## config.mk

```make
export PLATFORM = sky130hd
export DESIGN_NAME = fwd_hazard_unit_flat
export DESIGN_NICKNAME = d
export VERILOG_FILES = /design/src/rtl/fwd_hazard_unit_if.sv /design/src/rtl/fwd_hazard_unit.sv /design/src/flat_wrapper.sv
export SDC_FILE = /design/constraint.sdc
export NUM_CORES = 1
export LEC_CHECK = 0
export ABC_AREA = 0
export CORE_AREA = 4 4 73 75
export CTS_CLUSTER_SIZE = 40
export DETAILED_ROUTE_END_ITERATION = 16
export DIE_AREA = 0 0 77 79
export HOLD_SLACK_MARGIN = 0.12
export PLACE_DENSITY = 0.76
export SLEW_MARGIN = 15
export SYNTH_ARGS = -nofsm -noshare
export SYNTH_HDL_FRONTEND = slang
export SYNTH_SLANG_ARGS = --single-unit
export TNS_END_PERCENT = 100
```

## constraint.sdc

```tcl
create_clock -name clk -period 6.26 [get_ports clk]
set_input_delay 0.939 -clock clk [delete_from_list [all_inputs] [get_ports clk]]
set_output_delay 0.939 -clock clk [all_outputs]
set_load 0.02 [all_outputs]
```

## src/rtl/fwd_hazard_unit_if.sv

```systemverilog
// ID-stage request / hazard response bundle shared between the decode stage
// and fwd_hazard_unit.
interface fwd_hazard_unit_if #(
  parameter int NUM_SRC   = 2,
  parameter int FWD_DEPTH = 3,
  parameter int SELW      = $clog2(FWD_DEPTH + 1)
);
  logic                      id_valid;
  logic [NUM_SRC*5-1:0]      id_rs;
  logic [NUM_SRC-1:0]        id_rs_used;
  logic [4:0]                id_rd;
  logic                      id_regwrite;
  logic [1:0]                id_class;
  logic                      pipe_hold;
  logic                      flush;
  logic                      stall;
  logic [NUM_SRC*SELW-1:0]   ex_fwd_sel;

  modport master (
    output id_valid, id_rs, id_rs_used, id_rd, id_regwrite, id_class,
           pipe_hold, flush,
    input  stall, ex_fwd_sel
  );

  modport slave (
    input  id_valid, id_rs, id_rs_used, id_rd, id_regwrite, id_class,
           pipe_hold, flush,
    output stall, ex_fwd_sel
  );
endinterface

```

## src/rtl/fwd_hazard_unit.sv

```systemverilog
// Forwarding and hazard unit: tracks in-flight writes, decides forwarding in ID,
// raises load-use / multi-cycle stalls. Optional stall counters: FWD_STALL_STATS_EN.
module fwd_hazard_unit #(
  parameter int NUM_SRC   = 2,
  parameter int FWD_DEPTH = 3,
  parameter int MUL_LAT   = 3,
  parameter int SELW      = $clog2(FWD_DEPTH + 1)
) (
  input  logic                clk,
  input  logic                rst_n,
  fwd_hazard_unit_if.slave    bus
`ifdef FWD_STALL_STATS_EN
  ,
  output logic [31:0]         stat_load_stalls,
  output logic [31:0]         stat_mul_stalls
`endif
);

  localparam logic [1:0] CLS_LOAD = 2'b01;
  localparam logic [1:0] CLS_MUL  = 2'b10;

  logic            slot_valid [0:FWD_DEPTH];
  logic [4:0]      slot_rd    [0:FWD_DEPTH];
  logic [SELW-1:0] slot_ready [0:FWD_DEPTH];

  logic [4:0]              rs       [NUM_SRC];
  logic [NUM_SRC-1:0]      op_hit;
  logic [NUM_SRC-1:0]      op_stall;
  logic [SELW-1:0]         hit_idx  [NUM_SRC];
  logic [SELW-1:0]         op_sel   [NUM_SRC];
  logic [NUM_SRC*SELW-1:0] sel_next;
  logic [NUM_SRC*SELW-1:0] sel_q;
  logic                    stall_int;
  logic                    issue;
  logic [SELW-1:0]         issue_ready;

  // Descending scan so the youngest matching slot is the one left standing.
  always_comb begin
    for (int k = 0; k < NUM_SRC; k++) begin
      rs[k]      = bus.id_rs[5*k +: 5];
      op_hit[k]  = 1'b0;
      hit_idx[k] = '0;
      for (int i = FWD_DEPTH; i >= 0; i--) begin
        if (bus.id_rs_used[k] && (rs[k] != 5'd0) && slot_valid[i] &&
            (slot_rd[i] == rs[k])) begin
          op_hit[k]  = 1'b1;
          hit_idx[k] = SELW'(i);
        end
      end
    end
  end

  always_comb begin
    sel_next = '0;
    for (int k = 0; k < NUM_SRC; k++) begin
      op_stall[k] = op_hit[k] &&
                    ((int'(hit_idx[k]) + 1) < int'(slot_ready[hit_idx[k]]));
      op_sel[k]   = '0;
      if (op_hit[k] && !op_stall[k] && (int'(hit_idx[k]) < FWD_DEPTH))
        op_sel[k] = SELW'(int'(hit_idx[k]) + 1);
      sel_next[k*SELW +: SELW] = op_sel[k];
    end
  end

  always_comb begin
    stall_int = bus.id_valid & ~bus.flush & (|op_stall);
    issue     = bus.id_valid & ~stall_int & ~bus.flush;
    case (bus.id_class)
      CLS_LOAD: issue_ready = SELW'(2);
      CLS_MUL:  issue_ready = SELW'(MUL_LAT);
      default:  issue_ready = SELW'(1);
    endcase
  end

  assign bus.stall      = stall_int;
  assign bus.ex_fwd_sel = sel_q;

  // The slot at FWD_DEPTH falls off the end; the register file already has it.
  always_ff @(posedge clk or negedge rst_n) begin
    if (!rst_n) begin
      for (int i = 0; i <= FWD_DEPTH; i++) begin
        slot_valid[i] <= 1'b0;
        slot_rd[i]    <= '0;
        slot_ready[i] <= '0;
      end
      sel_q <= '0;
    end else if (!bus.pipe_hold) begin
      for (int i = FWD_DEPTH; i >= 1; i--) begin
        slot_valid[i] <= slot_valid[i-1];
        slot_rd[i]    <= slot_rd[i-1];
        slot_ready[i] <= slot_ready[i-1];
      end
      slot_valid[0] <= issue & bus.id_regwrite & (bus.id_rd != 5'd0);
      slot_rd[0]    <= bus.id_rd;
      slot_ready[0] <= issue_ready;
      sel_q         <= issue ? sel_next : '0;
    end
  end

`ifdef FWD_STALL_STATS_EN
  logic            slot_load [0:FWD_DEPTH];
  logic            young_found;
  logic            young_is_load;
  logic [SELW-1:0] young_idx;

  always_ff @(posedge clk or negedge rst_n) begin
    if (!rst_n) begin
      for (int i = 0; i <= FWD_DEPTH; i++) slot_load[i] <= 1'b0;
    end else if (!bus.pipe_hold) begin
      for (int i = FWD_DEPTH; i >= 1; i--) slot_load[i] <= slot_load[i-1];
      slot_load[0] <= (bus.id_class == CLS_LOAD);
    end
  end

  // Operands stalling on the same slot see one producer; a load still wins ties.
  always_comb begin
    young_found   = 1'b0;
    young_is_load = 1'b0;
    young_idx     = '0;
    for (int k = 0; k < NUM_SRC; k++) begin
      if (op_stall[k]) begin
        if (!young_found || (hit_idx[k] < young_idx)) begin
          young_found   = 1'b1;
          young_idx     = hit_idx[k];
          young_is_load = slot_load[hit_idx[k]];
        end else if (hit_idx[k] == young_idx) begin
          young_is_load = young_is_load | slot_load[hit_idx[k]];
        end
      end
    end
  end

  always_ff @(posedge clk or negedge rst_n) begin
    if (!rst_n) begin
      stat_load_stalls <= '0;
      stat_mul_stalls  <= '0;
    end else if (stall_int && !bus.pipe_hold) begin
      if (young_is_load) begin
        if (stat_load_stalls != 32'hFFFF_FFFF) stat_load_stalls <= stat_load_stalls + 32'd1;
      end else begin
        if (stat_mul_stalls != 32'hFFFF_FFFF) stat_mul_stalls <= stat_mul_stalls + 32'd1;
      end
    end
  end
`endif

endmodule

```

## src/flat_wrapper.sv

```systemverilog
// flat-port wrapper written by rule: the top's interface ports become plain ports
module fwd_hazard_unit_flat 
#(
  parameter int NUM_SRC   = 2,
  parameter int FWD_DEPTH = 3,
  parameter int MUL_LAT   = 3,
  parameter int SELW      = $clog2(FWD_DEPTH + 1)
)
  (clk, rst_n, bus_id_valid, bus_id_rs, bus_id_rs_used, bus_id_rd, bus_id_regwrite, bus_id_class, bus_pipe_hold, bus_flush, bus_stall, bus_ex_fwd_sel);
  fwd_hazard_unit_if #(.NUM_SRC(NUM_SRC), .FWD_DEPTH(FWD_DEPTH), .SELW(SELW)) bus_i ();
  input  logic clk;
  input  logic rst_n;
  input wire logic [$bits(bus_i.id_valid)-1:0] bus_id_valid;
  input wire logic [$bits(bus_i.id_rs)-1:0] bus_id_rs;
  input wire logic [$bits(bus_i.id_rs_used)-1:0] bus_id_rs_used;
  input wire logic [$bits(bus_i.id_rd)-1:0] bus_id_rd;
  input wire logic [$bits(bus_i.id_regwrite)-1:0] bus_id_regwrite;
  input wire logic [$bits(bus_i.id_class)-1:0] bus_id_class;
  input wire logic [$bits(bus_i.pipe_hold)-1:0] bus_pipe_hold;
  input wire logic [$bits(bus_i.flush)-1:0] bus_flush;
  output wire logic [$bits(bus_i.stall)-1:0] bus_stall;
  output wire logic [$bits(bus_i.ex_fwd_sel)-1:0] bus_ex_fwd_sel;
  assign bus_i.id_valid = bus_id_valid;
  assign bus_i.id_rs = bus_id_rs;
  assign bus_i.id_rs_used = bus_id_rs_used;
  assign bus_i.id_rd = bus_id_rd;
  assign bus_i.id_regwrite = bus_id_regwrite;
  assign bus_i.id_class = bus_id_class;
  assign bus_i.pipe_hold = bus_pipe_hold;
  assign bus_i.flush = bus_flush;
  assign bus_stall = bus_i.stall;
  assign bus_ex_fwd_sel = bus_i.ex_fwd_sel;
  fwd_hazard_unit #(.NUM_SRC(NUM_SRC), .FWD_DEPTH(FWD_DEPTH), .MUL_LAT(MUL_LAT), .SELW(SELW)) u_core (.clk(clk), .rst_n(rst_n), .bus(bus_i));
endmodule
```

== Yosys cells after proc, flatten, opt, wreduce, memory -nomap -nowiden ==
Index checks and enable logic that the tools add are counted.

* Logic and storage cells: 97
* Bits in registers: 36
* Bits of input ports: 25

* $lt $le $gt $ge: 6
* Add/sub/neg operators: 2
* Multiplexer cells: 26
* Reductions and logical operators: 30
* Bitwise operators: 10
* Eq/ne operators: 10

{| class="wikitable"
|+ Operators with widths
! cell !! count
|-
| 32-bit by 3-bit less-than comparator with 1-bit output || 2
|-
| 5-bit == test || 8
|-
| 2-bit 2-to-1 mux || 14
|-
| 1-bit logical AND || 24
|-
| 5-bit nonzero test || 3
|-
| 2-bit binary-select mux with 2-bit select || 2
|-
| 1-bit 2-to-1 mux || 8
|-
| 2-bit by 1-bit adder with 3-bit output (second input constant) || 2
|-
| 1-bit bitwise AND || 6
|-
| 3-bit greater-or-equal comparator (second input constant) || 2
|-
| 2-bit inverter with 3-bit output || 2
|-
| 2-bit less-than comparator (second input constant) || 2
|-
| 4-bit 2-to-1 mux || 1
|-
| 2-bit one-hot mux with 2 select lines || 1
|-
| 2-bit by 1-bit == test with 1-bit output (second input constant) || 1
|-
| 2-bit == test (second input constant) || 1
|-
| 1-bit zero test || 2
|-
| 1-bit inverter || 2
|-
| 2-bit OR reduction || 1
|}

== Depth between registers and ports, before layout ==
* Word-level depth: 21
* Mapped depth: 13

== Least setup slack after synthesis ==
No wires, ideal clock.

* Path type: input-to-output
* Start: input bus_id_rs[5]
* End: output bus_stall
* Buffers on the path: 1
* Stages on the path: 13
* Required time: 5.321 ns
* Arrival: 3.928 ns
* Setup slack: 1.393 ns
* Cell sequence: buf_2 or4_4 o21a_4 and3_4 a211oi_4 mux2i_1 mux2i_1 fa_1 nor2b_1 a41o_1 a31oi_2 nor4_4 o21ba_1

* Word-level cells in the longest chain between the ends: 16
* Elaborated cells between the ends (all ways): 31
* Those cells by class: 1 x add/sub; 1 x order compare; 4 x eq/ne; 11 x mux; 2 x bitwise; 12 x reduce/logical

{| class="wikitable"
|+ Ends and longest elaborated chain
! what !! line !! text
|-
| from (decl) || flat_wrapper.sv:14 || <nowiki>input wire logic [$bits(bus_i.id_rs)-1:0] bus_id_rs;</nowiki>
|-
| 5-bit nonzero test || fwd_hazard_unit.sv:44 || <nowiki>if (bus.id_rs_used[k] && (rs[k] != 5'd0) && slot_valid[i] &&</nowiki>
|-
| 1-bit logical AND (3 in series) || fwd_hazard_unit.sv:44 ||
|-
| 2-bit 2-to-1 mux (4 in series) || fwd_hazard_unit.sv:44 ||
|-
| 2-bit inverter with 3-bit output (not written as such) || fwd_hazard_unit.sv:57 || <nowiki>((int'(hit_idx[k]) + 1) < int'(slot_ready[hit_idx[k]]));</nowiki>
|-
| 2-bit binary-select mux with 2-bit select || fwd_hazard_unit.sv:57 ||
|-
| 2-bit 2-to-1 mux (not written as such) (2 in series) || fwd_hazard_unit.sv:57 ||
|-
| 32-bit by 3-bit less-than comparator with 1-bit output || fwd_hazard_unit.sv:57 ||
|-
| 1-bit logical AND * || fwd_hazard_unit.sv:56 || <nowiki>op_stall[k] = op_hit[k] &&</nowiki>
|-
| 2-bit OR reduction * || fwd_hazard_unit.sv:66 || <nowiki>stall_int = bus.id_valid & ~bus.flush & (|op_stall);</nowiki>
|-
| 1-bit bitwise AND * || fwd_hazard_unit.sv:66 ||
|-
| to (decl) || flat_wrapper.sv:21 || <nowiki>output wire logic [$bits(bus_i.stall)-1:0] bus_stall;</nowiki>
|}

Every way passes the cells marked *; elsewhere a longest branch is shown, timed or not. The select of a mux whose other input is x is not followed.

== Final worst setup path ==
Same ends and word-level chain as after synthesis.

==> reports/results.ini <==
[synthesis]
yosysTopAreaCell = dfrtp_1
synthFlopType = dfrtp_1
netlist_instances = 222
synth-edff-count = 0
syn-num-nets = 254
netlist.area_leader.share_pct = 36.3
ys_seq_area_share_pct = 36.3
yosys_warnings = 0
syn-mean-instance-area_um2 = 11.2
synthTopCellsByCount = dfrtp_1 (36), mux2_2 (29), xnor2_1 (20), xor2_1 (20), nand2_1 (15)
synthMostInstantiatedCell = dfrtp_1
synth_cell_types = 48
syn_area_um2 = 2480
ys_seq_elements = 36
synthTopCellsByArea = dfrtp_1 (36%), mux2_2 (13%), xnor2_1 (7.1%), xor2_1 (7.1%), mux2i_1 (2.8%)
synthArstFlopShare_pct = 100

[die]
core.rowCount = 25
io_pins = 30
coreArea_um2 = 4660
die_area_um2 = 6080
die_height_um = 79
start_util_pct = 53.2
die_w_um = 77

[setup_path]
cp_max_fo = 6
end_kind = output port
arrival_ns = 4.79
crit_type = in -> out
cp-start-kind = primary input
required_ns = 5.32

[layout]
layout.cells.non_filler = 299
nNetsFinal = 277
diodes = 0
area_growth_pct = 15.9
drive_above_1_share_pct = 23.7
final_core_util_pct = 61.7

[sta]
fmax_ghz = 0.175
fin_skew_ns = 0.00889
setup_slack_ns = 0.533
finalSetupTns_ns = 0
slew_headroom_pct = 45.7
hold_viol_final = 0
timing.final.crit_share_pct = 91.5
rsz0062_at_grt = false
setup_viol = 0
finalMaxSlewViolations = 0
tightest_slew_ns = 0.807
fin_crit_ns = 5.73

[placement]
gp_congestion = 0.845
port_buffers = 29
dp_cells = 292
dp_slack_ns = 0.155
post-dp-hpwl_um = 3880

[route]
firstDrtPassIters = 4
wl_um = 5160
via_per_inst = 5.69
drc = 0
post_drt_wl_per_cell_um = 17.2
dr.first_iter.drc_count = 84
vias = 1702
postRouteAntennaNets = 0

[clocking]
cts_tree = done
cts_num_sinks = 36
cts_made_buffers = 5
clk_latency_ns = 0.29
clk_pin_slew_ns = 0.06
cts_setup_buffers = 0
ctsLongestPathBuffers = 2
root_buffer = clkbuf_8
cts-htree-levels = 2

[run_status]
outcome = finished clean

[power]
ir_drop_mv = 0.122
power.density_nw_per_um2 = 224
leakagePower_nw = 1.18

[global_route]
antenna_found_initial = 0
grt.total_usage_pct = 18.2
grt_pass1_vias = 1742
grt_max_degree = 43
grt_pass1_wl_um = 8660
grt_overflow = 0

[min_path]
hold_class = reg -> reg

[flow_run]
drv_cap = 0

## worst max-delay path, cell delays in order
cell,delay (ns)
clkdlybuf4s50_1,0.56
or4_4,0.59
o21a_4,0.24
and3_4,0.17
a211oi_4,0.25
mux2i_1,0.31
mux2i_1,0.14
fa_1,0.51
nor2b_1,0.13
a41o_1,0.12
a31oi_2,0.06
nor4_4,0.35
o21ba_1,0.21
dlymetal6s2s_1,0.23
## logic make-up (layout without fill, tap and decap cells)
| family | count (synthesis) | after routing | synth area share, % |
|---|---|---|---|
| compound gates | 25 | 25 | 9.73 |
| xor+xnor | 40 | 40 | 14.1 |
| fa+ha+maj | 7 | 7 | 4.14 |
| buf+inv | 26 | 49 | 4.79 |
| flops | 36 | 36 | 36.3 |
| mux | 36 | 36 | 16.0 |
| simple gates | 52 | 52 | 14.9 |
## layout by cell type, fill, tap and decap left out, drive strengths merged, types with 7 or more instances in the layout
cell type and instances:
clkbuf 7, clkdlybuf4s50 27, dfrtp 36, inv 11
mux2 29, mux2i 7, nand2 15, nor4 8
xnor2 20, xor2 20
## per-layer routing
metal | up-vias | wire, µm | global-route usage [%]
met5 | - | 0 | 0
met4 | 0 | 157 | 8.36
met3 | 14 | 175 | 3.40
met2 | 34 | 2420 | 29.7
met1 | 819 | 2410 | 23.7
li1 | 835 | - | -
## registers in the layout, summed over array words and instances, names as in the netlist
name,cells
u_core.bus.ex_fwd_sel,4
u_core.slot_rd,20
u_core.slot_ready,8
u_core.slot_valid,4
## through the flow
stage               cell area [µm²]  total power, W  hold WS (ns)
floorplan                      2480        0.000418         0.446
global placement               2770        0.000462         0.460
detailed placement             2770        0.000466         0.466
CTS                            2870        0.000650         0.482
global route                   2880        0.000682         0.513
finish                         2880        0.000645         0.474
## area by class of cell
cell class | count | area, µm²
clock buffers | 7 | 96.3
well taps | 54 | 67.6
flip-flops and latches | 36 | 901
inverters | 11 | 41.3
multi-input cells | 160 | 1470
fillers | 392 | 1780
repair buffers | 31 | 303
## worst paths after layout
path	start	depth (start not counted)	endpoint	slack (ns)
hold reg to reg	u_core.slot_ready[2]	2	u_core.slot_ready[2]	0.47
setup / recovery	bus_id_rs[5]	14	bus_stall	0.53
max in group asynchronous	rst_n	1	u_core.slot_rd[16]	5.03
hold / removal	u_core.slot_ready[2]	2	u_core.slot_ready[2]	0.47
min in group asynchronous	rst_n	1	u_core.slot_rd[2]	0.73
setup reg to reg	u_core.slot_rd[6]	12	u_core.bus.ex_fwd_sel[3]	2.71
## power by group
group          internal, W  switching [W]
clock network    0.0000980      0.0000822
registers         0.000266      0.0000428
logic            0.0000846      0.0000720
## repair_timing
| item | in CTS | in global routing |
|---|---|---|
| endpoints found under the hold margin | 0 | 0 |
| gates resized for setup | 0 | 2 |
| endpoints found under the setup margin | 0 | 1 |
| hold buffers | 0 | 0 |
No activity file was read; power rests on OpenSTA's default activity.
